$ cat src/rtl/regfile_arb_pkg.sv
// Shared types and constants for the regfile writeback arbiter.
package regfile_arb_pkg;

  localparam int WB_XLEN = 32;
  localparam logic [4:0] REG_ZERO = 5'd0;

  typedef enum logic [1:0] {
    ARB_RUN,
    ARB_DRAIN,
    ARB_HALTED
  } arb_state_e;

  typedef struct packed {
    logic [4:0]         num;
    logic [WB_XLEN-1:0] data;
  } wb_req_t;

endpackage

$ cat src/rtl/regfile_wb_arbiter_rr_pick.sv
// One-hot picker: first valid bit at or above start_ptr, wrapping modulo NREQ.
module rr_pick #(
  parameter int NREQ = 3,
  parameter int IDXW = 2
) (
  input  logic [NREQ-1:0] valid,
  input  logic [IDXW-1:0] start_ptr,
  output logic [NREQ-1:0] grant,
  output logic [IDXW-1:0] grant_idx,
  output logic            grant_any
);

  logic [IDXW:0] cand;

  always_comb begin
    grant     = '0;
    grant_idx = '0;
    grant_any = 1'b0;
    cand      = '0;
    for (int k = 0; k < NREQ; k++) begin
      cand = {1'b0, start_ptr} + (IDXW+1)'(k);
      if (cand >= (IDXW+1)'(NREQ)) cand = cand - (IDXW+1)'(NREQ);
      if (!grant_any && valid[cand[IDXW-1:0]]) begin
        grant_any                = 1'b1;
        grant[cand[IDXW-1:0]]    = 1'b1;
        grant_idx                = cand[IDXW-1:0];
      end
    end
  end

endmodule

$ cat src/rtl/regfile_wb_arbiter.sv
// Arbitrates requesters onto the single regfile write port and sequences halt.
// REGFILE_ARB_RR_EN selects round-robin; undefined gives fixed priority (index 0 highest).
module regfile_wb_arbiter
  import regfile_arb_pkg::*;
#(
  parameter int XLEN = 32,
  parameter int NREQ = 3
) (
  input  logic               clk,
  input  logic               rst_b,
  input  logic [NREQ-1:0]    req_valid,
  output logic [NREQ-1:0]    req_ready,
  input  logic [NREQ*5-1:0]  req_num,
  input  logic [NREQ*XLEN-1:0] req_data,
  input  logic               halt_req,
  output logic               rd_we,
  output logic [4:0]         rd_num,
  output logic [XLEN-1:0]    rd_data,
  output logic               halted,
  output logic               busy
);

  localparam int IDXW = (NREQ > 1) ? $clog2(NREQ) : 1;

  arb_state_e      state_q, state_d;
  logic            grant_en;
  logic [NREQ-1:0] grant;
  logic [IDXW-1:0] grant_idx;
  logic [IDXW-1:0] start_ptr;
  logic            grant_any;
  logic            accept_p0;
  logic [4:0]      num_p0;
  logic [XLEN-1:0] data_p0;
  logic            vld_p1;
  logic [4:0]      num_p1;
  logic [XLEN-1:0] data_p1;

`ifdef REGFILE_ARB_RR_EN
  logic [IDXW-1:0] rr_ptr;

  always_ff @(posedge clk or negedge rst_b) begin
    if (!rst_b) begin
      rr_ptr <= '0;
    end else if (accept_p0) begin
      rr_ptr <= (grant_idx == IDXW'(NREQ-1)) ? '0 : grant_idx + IDXW'(1);
    end
  end

  assign start_ptr = rr_ptr;
`else
  assign start_ptr = '0;
`endif

  rr_pick #(
    .NREQ (NREQ),
    .IDXW (IDXW)
  ) u_pick (
    .valid     (req_valid),
    .start_ptr (start_ptr),
    .grant     (grant),
    .grant_idx (grant_idx),
    .grant_any (grant_any)
  );

  // p0: grant selection and write mux
  assign req_ready = grant_en ? grant : '0;
  assign accept_p0 = grant_en && grant_any;

  always_comb begin
    num_p0  = REG_ZERO;
    data_p0 = '0;
    for (int i = 0; i < NREQ; i++) begin
      if (grant[i]) begin
        num_p0  = req_num[i*5 +: 5];
        data_p0 = req_data[i*XLEN +: XLEN];
      end
    end
  end

  // p1: registered regfile write port; r0 grants are consumed without a write
  always_ff @(posedge clk or negedge rst_b) begin
    if (!rst_b) begin
      vld_p1  <= 1'b0;
      num_p1  <= REG_ZERO;
      data_p1 <= '0;
    end else begin
      vld_p1 <= accept_p0 && (num_p0 != REG_ZERO);
      if (accept_p0 && (num_p0 != REG_ZERO)) begin
        num_p1  <= num_p0;
        data_p1 <= data_p0;
      end
    end
  end

  assign rd_we   = vld_p1;
  assign rd_num  = num_p1;
  assign rd_data = data_p1;
  assign busy    = vld_p1 || (|req_valid);

  always_ff @(posedge clk or negedge rst_b) begin
    if (!rst_b) state_q <= ARB_RUN;
    else        state_q <= state_d;
  end

  // Drain completes on registered rd_we so the last write lands before the dump.
  always_comb begin
    state_d = state_q;
    case (state_q)
      ARB_RUN:    if (halt_req) state_d = ARB_DRAIN;
      ARB_DRAIN:  if (!(|req_valid) && !vld_p1) state_d = ARB_HALTED;
      ARB_HALTED: state_d = ARB_HALTED;
      default:    state_d = ARB_RUN;
    endcase
  end

  always_comb begin
    grant_en = 1'b0;
    halted   = 1'b0;
    case (state_q)
      ARB_RUN, ARB_DRAIN: grant_en = 1'b1;
      ARB_HALTED:         halted   = 1'b1;
      default:            grant_en = 1'b0;
    endcase
  end

endmodule
$ cat config.mk
export PLATFORM = sky130hd
export DESIGN_NAME = regfile_wb_arbiter
export DESIGN_NICKNAME = d
export VERILOG_FILES = /design/src/rtl/regfile_arb_pkg.sv /design/src/rtl/regfile_wb_arbiter_rr_pick.sv /design/src/rtl/regfile_wb_arbiter.sv
export SDC_FILE = /design/constraint.sdc
export NUM_CORES = 1
export LEC_CHECK = 0
export ABC_AREA = 1
export BUFFER_PORTS_ARGS = -buffer_cell sky130_fd_sc_hd__buf_2
export CELL_PAD_IN_SITES_DETAIL_PLACEMENT = 0
export CELL_PAD_IN_SITES_GLOBAL_PLACEMENT = 1
export CORE_UTILIZATION = 27
export CTS_CLUSTER_SIZE = 30
export DETAILED_ROUTE_END_ITERATION = 12
export GPL_ROUTABILITY_DRIVEN = 0
export PLACE_DENSITY = 0.86
export SYNTH_ARGS = -nofsm -noshare
export SYNTH_HDL_FRONTEND = slang
export SYNTH_SLANG_ARGS = --single-unit
$ cat constraint.sdc
create_clock -name clk -period 2.2 [get_ports clk]
set_input_delay 0.22 -clock clk [delete_from_list [all_inputs] [get_ports clk]]
set_output_delay 0.22 -clock clk [all_outputs]
set_load 0.005 [all_outputs]
==> flow_metrics.py <==
metrics = {
    "pwr": {
        "power_switching_share_pct": 40.0,
        "ir_worst_vdd_mv": 0.264,
        "intPower_w": 0.00197,
        "clock_power_share_pct": 15.0,
        "pwr-share-comb_pct": 47.1,
        "switchingPower_w": 0.00131,
        "powerDensity_nw_per_um2": 960,
        "seq_power_share_pct": 37.9,
        "p_leak_nw": 2.00,
    },
    "worst_setup_path": {
        "worstSetupEndpoint": "req_ready[2]",
        "critPathKind": "flip-flop to primary output",
        "worstPathCellList": "inv_1 -> ha_1 -> nor2_1 -> nor2_1 -> buf_2",
        "critPathArrivalTime_ps": 1470,
        "regToRegStartpoint": "state_q[0]",
        "worst-path-buf-inv": 2,
        "rr_endpoint": "rd_data[17]",
        "worstSetupEndpointType": "primary output",
        "r2r_cells": 7,
        "crit_cells": 5,
        "slowest_stage": "dfrtp_1",
        "crit_start": "state_q[0]",
        "slowest_delay_ps": 350,
        "critical_path.startpoint_type": "flip-flop",
        "reg2reg_slack_ps": 560,
        "crit_family": "simple AND/OR/NAND/NOR gates",
        "crit_path_frequent_cell": "nor2_1",
        "path_max_fanout": 4,
        "cp.required_ps": 1980,
    },
    "global_routing": {
        "grt_pass1_vias": 2716,
        "grt_usage_pct": 16.6,
        "grt_max_degree": 41,
        "grt_overflow": 0,
        "antenna_found_initial": 0,
        "grt_pass1_wl_mm": 12.9,
    },
    "synth": {
        "syn_avg_cell_area_sq_um": 6.74,
        "synth-seq-cells": 40,
        "syn_nets": 480,
        "syn_inst": 359,
        "yosysSeqAreaShare_pct": 41.4,
        "synth_area_sq_um": 2420,
        "ys_warn_count": 0,
        "synthDistinctLibCells": 16,
    },
    "layout": {
        "nets": 632,
        "drive_gt1_share_pct": 35.4,
        "diodes": 0,
        "areaGrowthSynthToFinish_pct": 41.3,
        "final_cell_mix": "buf_2 (159), nand2_1 (154), nand3_1 (108)",
        "final_common_cell": "buf_2",
        "n_fill_cell": 959,
    },
    "sta": {
        "rsz0062_at_grt": "false",
        "hold_slack_ps": 48.9,
        "worstMarginPinSlew_ps": 874,
        "skew_ps": 1.42,
        "period_needed_ps": 1690,
        "fmax_mhz": 592,
        "drv_slew": 0,
        "post-route-period-util_pct": 76.8,
        "finalSetupViolations": 0,
        "setup-tns-final_ps": 0,
        "slew_headroom_pct": 41.8,
        "hold_viol_final": 0,
    },
    "clock_network": {
        "cts.sinks": 40,
        "cts_tree": "yes",
        "max-clock-path-buffers": 2,
        "cts_resized": 0,
        "cts_max_level": 2,
        "cts_buffers": 5,
        "postCtsHoldBufs": 0,
        "clk_pin_slew_worst_paths_ps": 70,
        "post_cts_buffers": 0,
        "insertion_delay_ps": 280,
        "cts-root-buf": "clkbuf_8",
    },
    "placement": {
        "port_buffers": 159,
        "dpl.hpwl_mm": 5.87,
    },
    "floorplan": {
        "start_util_pct": 27.9,
        "ios": 160,
        "coreArea_sq_um": 8680,
        "rows": 34,
        "die_area_sq_um": 9340,
        "die-width_um": 96.6,
        "die_height_um": 96.6,
    },
    "min_path": {
        "hold_class": "input pin to async pin",
    },
    "route": {
        "viasPerCell": 4.62,
        "antenna_left": 0,
        "drc_errors": 0,
        "drt-wirelength-per-cell_um": 12.0,
        "drt-initial-drc-count": 97,
        "totalWireLength_mm": 7.46,
        "route.vias.total": 2866,
        "first_pass_iters": 4,
    },
    "outcome": {
        "status": "completed",
    },
    "job": {
        "max_cap_violations": 0,
    },
}
## cells by family after synthesis
kind of cell	Yosys count	synth area share [%]
AND/OR/NAND/NOR	276	48.9
flip-flops	40	41.4
buffers and inverters	35	6.78
AO/OA/AOI/OAI	4	0.827
adder cells (fa/ha/maj)	4	2.07
## cell usage after synthesis
master	instances	area share [%]
nand3b_1	1	0.31
a21oi_1	3	0.62
buf_1	6	0.93
inv_1	9	1.4
dfrtp_1	40	41
buf_4	1	0.31
buf_2	5	1.0
nand2_1	154	24
o21ai_0	1	0.21
nor2_1	11	1.7
ha_1	4	2.1
nand3_1	108	22
buf_6	3	1.4
nand3_2	1	0.41
nor2_2	1	0.26
clkbuf_1	11	1.7
## worst register-to-register path, cell delays in order, from the launching register on
cell	delay, ps
dfrtp_1	380
inv_1	120
ha_1	180
nor2_1	100
a21oi_4	180
buf_4	380
nand3_1	150
nand2_1	90
## metrics by stage
step / instance area (sq um) / instances / utilization (%) / total power [W] / setup slack (ps)
after global placement: 3330 / 612 / 38.4 / 0.00279 / 557
after detailed placement: 3330 / 612 / 38.4 / 0.00284 / 454
after floorplan: 2420 / 359 / - / 0.00217 / 657
after global routing: 3420 / 620 / 39.4 / 0.00362 / 337
final: 3420 / 620 / 39.4 / 0.00328 / 511
after CTS: 3420 / 620 / 39.4 / 0.00334 / 489
## worst min path at each step
stage / from / endpoint / slack (ps) / depth (start not counted)
3_3_place_gp: rst_b / rd_data[30] / 380 / 1
6_report: rst_b / rd_data[30] / 50 / 1
3_5_place_dp: rst_b / rd_data[30] / 390 / 1
2_1_floorplan: rst_b / rd_data[0] / -80 / 0
5_1_grt: rst_b / rd_data[30] / 130 / 1
4_1_cts: rst_b / rd_data[30] / 80 / 1
## area by class of cell
class	count	area, sq um	share of cell area [%]
clock buffers	8	90.1	2.64
inverters	9	33.8	0.988
multi-input cells	284	1270	37.2
flip-flops and latches	40	1000	29.3
well taps	108	135	3.95
repair buffers	171	886	25.9
## power groups by stage
stage / clock [W] / sequential [W] / combinational (W)
after floorplan: 0 / 0.00128 / 0.000890
after global placement: 0 / 0.00125 / 0.00154
after detailed placement: 0 / 0.00126 / 0.00158
after CTS: 0.000512 / 0.00125 / 0.00158
after global routing: 0.000543 / 0.00129 / 0.00179
final: 0.000492 / 0.00124 / 0.00155
## flip-flops by register name, summed over array words and instances (netlist names)
name     cells
rd_data     32
rd_num       5
state_q      2
rd_we        1
## per-layer routing
| layer | part of all wire [%] | up-vias | global-route usage, % | routed length, um |
|---|---|---|---|---|
| li1 | - | 1464 | - | - |
| met4 | 1.8 | 0 | 5.17 | 133 |
| met3 | 6.6 | 12 | 3.61 | 491 |
| met1 | 43 | 1283 | 20.5 | 3210 |
| met5 | 0 | - | 0 | 0 |
| met2 | 49 | 107 | 28.6 | 3620 |
(Power assumes the default switching activity.)
